[config.mk]
export PLATFORM = sky130hd
export DESIGN_NAME = key_conditioner
export DESIGN_NICKNAME = d
export VERILOG_FILES = /design/src/rtl/key_conditioner.sv
export SDC_FILE = /design/constraint.sdc
export NUM_CORES = 1
export LEC_CHECK = 0
export ABC_AREA = 1
export BUFFER_PORTS_ARGS = -buffer_cell sky130_fd_sc_hd__buf_2
export CAP_MARGIN = 40
export CORE_MARGIN = 2
export CORE_UTILIZATION = 40
export CTS_BUF_LIST = sky130_fd_sc_hd__clkbuf_16
export DETAILED_ROUTE_END_ITERATION = 10
export PLACE_DENSITY = 0.51
export SETUP_SLACK_MARGIN = 0.15
export SLEW_MARGIN = 5
export SYNTH_ARGS = -nofsm -noshare
export SYNTH_HDL_FRONTEND = slang
export SYNTH_SLANG_ARGS = --single-unit
[constraint.sdc]
create_clock -name clk -period 2.6 [get_ports clk]
set_input_delay 0.26 -clock clk [delete_from_list [all_inputs] [get_ports clk]]
set_output_delay 0.26 -clock clk [all_outputs]
set_load 0.02 [all_outputs]
[src/rtl/key_conditioner.sv]
// key_conditioner: N-channel push-button front end.
// Each channel runs through a synchroniser, a debouncer and an edge
// detector. Channels selected by REPEAT_MASK also get hold-to-repeat, so a
// held key keeps producing fire pulses. All outputs are registered, and
// press/release_pulse/fire are one-cycle pulses in the clk domain.
// The falling-edge output is named release_pulse because "release" is a
// reserved word in SystemVerilog.
module key_conditioner #(
    parameter int                  CHANNELS        = 4,
    parameter int                  SYNC_STAGES     = 2,
    parameter int                  DEBOUNCE_CYCLES = 250000,
    parameter int                  REPEAT_DELAY    = 4000000,
    parameter int                  REPEAT_RATE     = 1000000,
    parameter logic [CHANNELS-1:0] REPEAT_MASK     = 4'b1011
) (
    input  logic                clk,
    input  logic                rst,
    input  logic [CHANNELS-1:0] key_in,
    output logic [CHANNELS-1:0] level,
    output logic [CHANNELS-1:0] press,
    output logic [CHANNELS-1:0] release_pulse,
    output logic [CHANNELS-1:0] fire
);

    localparam int CNT_W   = $clog2(DEBOUNCE_CYCLES) + 1;
    localparam int RPT_MAX = (REPEAT_DELAY > REPEAT_RATE) ? REPEAT_DELAY : REPEAT_RATE;
    localparam int RC_W    = $clog2(RPT_MAX) + 1;

    localparam logic [CNT_W-1:0] CNT_LAST   = CNT_W'(DEBOUNCE_CYCLES - 1);
    localparam logic [RC_W-1:0]  DELAY_LAST = RC_W'(REPEAT_DELAY - 1);
    localparam logic [RC_W-1:0]  RATE_LAST  = RC_W'(REPEAT_RATE - 1);

    typedef enum logic [1:0] {
        RPT_IDLE,
        RPT_DELAY,
        RPT_REPEAT
    } rpt_state_e;

    logic [SYNC_STAGES-1:0] sync_q  [CHANNELS];
    logic [CNT_W-1:0]       cnt_q   [CHANNELS];
    rpt_state_e             state_q [CHANNELS];
    logic [RC_W-1:0]        rc_q    [CHANNELS];

    logic [CHANNELS-1:0] synced;
    logic [CHANNELS-1:0] rise;
    logic [CHANNELS-1:0] fall;

    // Shift each raw key level through its synchroniser chain.
    always_ff @(posedge clk) begin
        // NOTE: every state element, including the per-channel arrays, is
        // cleared explicitly here. There is no memory macro behind these
        // arrays, so nothing would clear them for us.
        if (rst) begin
            for (int i = 0; i < CHANNELS; i++) begin
                sync_q[i] <= '0;
            end
        end else begin
            for (int i = 0; i < CHANNELS; i++) begin
                // NOTE: non-blocking assignment, so each stage samples the
                // value its neighbour held before this edge.
                sync_q[i] <= {sync_q[i][SYNC_STAGES-2:0], key_in[i]};
            end
        end
    end

    // Decode the edge at which a debounced level is about to change.
    always_comb begin
        // NOTE: default every output of this block first, so no path
        // leaves a bit unassigned and no latch is inferred.
        synced = '0;
        rise   = '0;
        fall   = '0;
        for (int i = 0; i < CHANNELS; i++) begin
            synced[i] = sync_q[i][SYNC_STAGES-1];
            if ((synced[i] != level[i]) && (cnt_q[i] == CNT_LAST)) begin
                rise[i] = synced[i];
                fall[i] = ~synced[i];
            end
        end
    end

    // Debounce counters, stable levels, and the press/release pulses.
    always_ff @(posedge clk) begin
        if (rst) begin
            level         <= '0;
            press         <= '0;
            release_pulse <= '0;
            for (int i = 0; i < CHANNELS; i++) begin
                cnt_q[i] <= '0;
            end
        end else begin
            press         <= rise;
            release_pulse <= fall;
            for (int i = 0; i < CHANNELS; i++) begin
                if (synced[i] == level[i]) begin
                    cnt_q[i] <= '0;
                end else if (cnt_q[i] == CNT_LAST) begin
                    level[i] <= synced[i];
                    cnt_q[i] <= '0;
                end else begin
                    cnt_q[i] <= cnt_q[i] + CNT_W'(1);
                end
            end
        end
    end

    // Per-channel hold-to-repeat FSM, with fire registered alongside it.
    always_ff @(posedge clk) begin
        if (rst) begin
            fire <= '0;
            for (int i = 0; i < CHANNELS; i++) begin
                state_q[i] <= RPT_IDLE;
                rc_q[i]    <= '0;
            end
        end else begin
            for (int i = 0; i < CHANNELS; i++) begin
                fire[i] <= rise[i];
                if (!REPEAT_MASK[i]) begin
                    state_q[i] <= RPT_IDLE;
                    rc_q[i]    <= '0;
                end else if (fall[i]) begin
                    // A release wins over a repeat that lands on the same edge.
                    state_q[i] <= RPT_IDLE;
                    rc_q[i]    <= '0;
                end else begin
                    case (state_q[i])
                        RPT_IDLE: begin
                            if (rise[i]) begin
                                state_q[i] <= RPT_DELAY;
                                rc_q[i]    <= '0;
                            end
                        end
                        RPT_DELAY: begin
                            if (rc_q[i] == DELAY_LAST) begin
                                fire[i]    <= 1'b1;
                                rc_q[i]    <= '0;
                                state_q[i] <= RPT_REPEAT;
                            end else begin
                                rc_q[i] <= rc_q[i] + RC_W'(1);
                            end
                        end
                        RPT_REPEAT: begin
                            if (rc_q[i] == RATE_LAST) begin
                                fire[i] <= 1'b1;
                                rc_q[i] <= '0;
                            end else begin
                                rc_q[i] <= rc_q[i] + RC_W'(1);
                            end
                        end
                        default: begin
                            state_q[i] <= RPT_IDLE;
                            rc_q[i]    <= '0;
                        end
                    endcase
                end
            end
        end
    end

endmodule

==> summary.md <==
| Metric | Value |
|---|---|
| Status | `complete, no violations` |
| Die H | `167 um` |
| Setup Crit Path Kind | `reg2reg` |
| Multi-input gate area | `roughly 5000 um2` |
| Most common cell in the netlist | `nand2_1` |
| Post-synth EDFFs | `151` |
| Psw | `0.00160 W` |
| Fin area | `between 10000 and 15000 um2` |
| Setup total negative slack | `0 ns` |
| Placer Congestion | `a little under 0.9` |
| Largest area contributor in the synthesized netlist | `edfxtp_1` |
| # setup viols final | `0` |
| Clk buf depth | `2` |
| Combinational share of power | `under 10%` |
| Hold buffer count at CTS | `0` |
| Net Sw Frac | `approximately 25%` |
| Largest net degree at the start of global routing | `26` |
| Layout cells sized above 1 | `under 10%` |
| Rows | `slightly below 60` |
| Synthesized area per cell | `7.94 um2` |
| Vias in the first global route | `about 8000` |
| Top cells by count, synth | `nand2_1 (258), nor2_1 (245), inv_1 (198), edfxtp_1 (151), nand3_1 (86)` |
| Crit-path max FO | `12` |
| RSZ-0062 raised after global routing | `true` |
| Cell-internal power | `approximately 0.0047 W` |
| I/O Pins | `22` |
| Die Footprint | `around 28000 um2` |
| Netlist Area Pre-Place | `10600 um2` |
| Clk slew on worst S/H paths | `~0.070 ns` |
| Via Count | `8554` |
| Async S/R FF share, synth | `0%` |
| Slew margin rel. | `roughly two thirds` |
| Top FF cell, synth | `edfxtp_1` |
| Leakage | `just over 5 nW` |
| Clock Latency Late Sink | `around 0.43 ns` |
| HP Class | `in2reg` |
| Seq/Total Area, Yosys | `between 40 and 50%` |
| Maximum vdd drop | `just over 0.3 mV` |
| Final Max Tran Viols | `0` |
| DP HPWL | `16.6 mm` |
| CTS Root Cell | `clkbuf_16` |
| WP data required | `2.76 ns` |
| Sequential Power Share | `between 50% and 60%` |
| Top-area cell type share of the netlist area | `between 40% and 50%` |
| Inst Count DP | `between 1500 and 2000` |
| Htree depth | `4` |
| Utilization after layout | `a little under half` |
| Antenna Cells | `0` |
| CTS tree | `built` |
| Yosys Warn Count | `0` |
| Grt total ovfl | `0` |
| CTS Buf Count | `17` |
| FF/Latch Area | `4990 um2` |
| Fillers | `2654` |
| Vias/cell | `approximately 4.7` |
| Final worst-path cycle share | `88.0%` |
| Slew of the pin with the lowest slew margin | `~0.50 ns` |
| Initial antenna violation count | `0` |
| DRC viols | `0` |
| Nets@finish | `between 1000 and 1500` |
| Syn Inst Count | `approximately 1300` |
| Post-route insts no fill | `~1800` |
| Clock Skew | `0.0173 ns` |
| Reg2reg path depth | `10` |
| Clk pwr share | `about two fifths` |
| Core region area | `approximately 26000 um2` |
| Worst endpoint data arrival time | `2.45 ns` |
| Tot Pwr | `about 0.0063 W` |
| DIE WIDTH | `between 150 and 200 um` |
| Global-route wire length before repair | `between 30 and 40 mm` |
| Total global-route track usage | `16.8%` |
| Maxcap violations | `0` |
| Crit path time final | `approximately 2.3 ns` |
| Placed Area | `~11000 um2` |
| Fmax | `about 440 MHz` |
| Initial Util | `40.7%` |
| Hold Vio Cnt, Final | `0` |
| Remaining antenna violation count after routing | `0` |
| Routed length per instance | `12.5 um` |
| 1st-iter DRT viols | `about 580` |
| PortBufs | `21` |
| Yosys reg bits | `approximately 170` |
| PwrDens | `525 nW/um2` |
| Routed WL | `roughly 23 mm` |
| Layout area overhead | `13.6%` |
| Startpoint types | `flop` |
| Top cells by area, synth | `edfxtp_1 (43%), nand2_1 (9.1%), nor2_1 (8.6%)` |
| CTS sink count | `174` |
| Synth cell types | `44` |
| CP endpoint kind | `flop` |
| Hold path depth | `3` |
| First drt pass iteration count | `7` |
worst paths after layout:
check,slack (ns),start,to
max reg2reg,0.31,cnt_q[1][0],rc_q[0][25]
max,0.31,cnt_q[1][0],rc_q[0][25]
min reg2reg,0.41,sync_q[1][0],sync_q[1][1]
min,0.03,key_in[2],sync_q[2][0]
cell type report:
| type | count | area share (%) |
|---|---|---|
| Timing Repair Buffer | 43 | 2.34 |
| Sequential cell | 174 | 41.3 |
| Inverter | 203 | 6.30 |
| Clock buffer | 17 | 3.52 |
| Multi-Input combinational cell | 1019 | 41.8 |
| Tap cell | 335 | 3.47 |
| Clock inverter | 15 | 1.31 |
registers in the layout, indices dropped and copies added, names as in the netlist:
signal and cells:
cnt_q 76, fire 3, level 4, press 4
rc_q 69, release_pulse 4, state_q 6, sync_q 8
repair_timing:
item | CTS | global route
buffers inserted | 0 | 0
pin swaps | 0 | 0
cloned | 0 | 1
setup endpoints to repair | 23 | 61
resized for setup | 1 | 3
power groups by stage:
stage               registers [W]  logic, W  clock network (W)
finish                    0.00331  0.000440            0.00259
global route              0.00334  0.000511            0.00279
CTS                       0.00331  0.000436            0.00267
detailed placement        0.00337  0.000432                  0
global placement          0.00337  0.000433                  0
floorplan                 0.00333  0.000339                  0
cells in the final DEF, fill, tap and decap left out, drive strengths merged, types with 6 or more instances in the layout:
cell type  netlist  routed
nand2          271     271
ha              19      19
conb             1      76
nand3           91      91
nor2           259     259
nand4           41      41
nor3            52      52
o21ai           19      19
inv            203     209
or2             15      16
buf             20      43
a21oi           74      74
edfxtp         151     151
dfxtp           23      23
clkinv           0       6
clkbuf           1      17
nor4             7       7
xnor2           13      13
xor2            47      47
metal layers:
| layer | track usage, % | part of all wire [%] |
|---|---|---|
| met5 | 0 | 0 |
| met2 | 26.1 | 44 |
| met3 | 3.17 | 3.2 |
| met4 | 3.97 | 0.75 |
| met1 | 24.3 | 52 |
cells by family (layout without fill, tap and decap cells):
| group | after synthesis | count (layout) | synth area share (%) |
|---|---|---|---|
| adders and majority gates | 19 | 19 | 2.23 |
| DFF | 174 | 174 | 46.9 |
| xor gates and xnor gates | 60 | 60 | 4.93 |
| AOI/OAI and AO/OA | 112 | 112 | 5.69 |
| other | 1 | 76 | 0.0352 |
| buffers and inverters | 224 | 278 | 8.52 |
| and+or+nand+nor | 751 | 752 | 31.7 |
critical path: stages, from the launching register on:
cell and delay [ns]:
edfxtp_1 0.45, ha_1 0.24, nand2_1 0.11, inv_2 0.07, nand2_4 0.07, nor2_4 0.05
nand4_2 0.15, nand2_2 0.09, inv_1 0.12, nand4_1 0.25, or2_4 0.41
stage by stage:
step / worst slack, ns / hold slack (ns)
2_1_floorplan: 0.235 / 0.367
3_3_place_gp: 0.219 / 0.390
3_5_place_dp: 0.146 / 0.401
4_1_cts: 0.223 / 0.0140
5_1_grt: 0.132 / 0.0337
6_report: 0.312 / 0.0320
(Power assumes the default switching activity.)
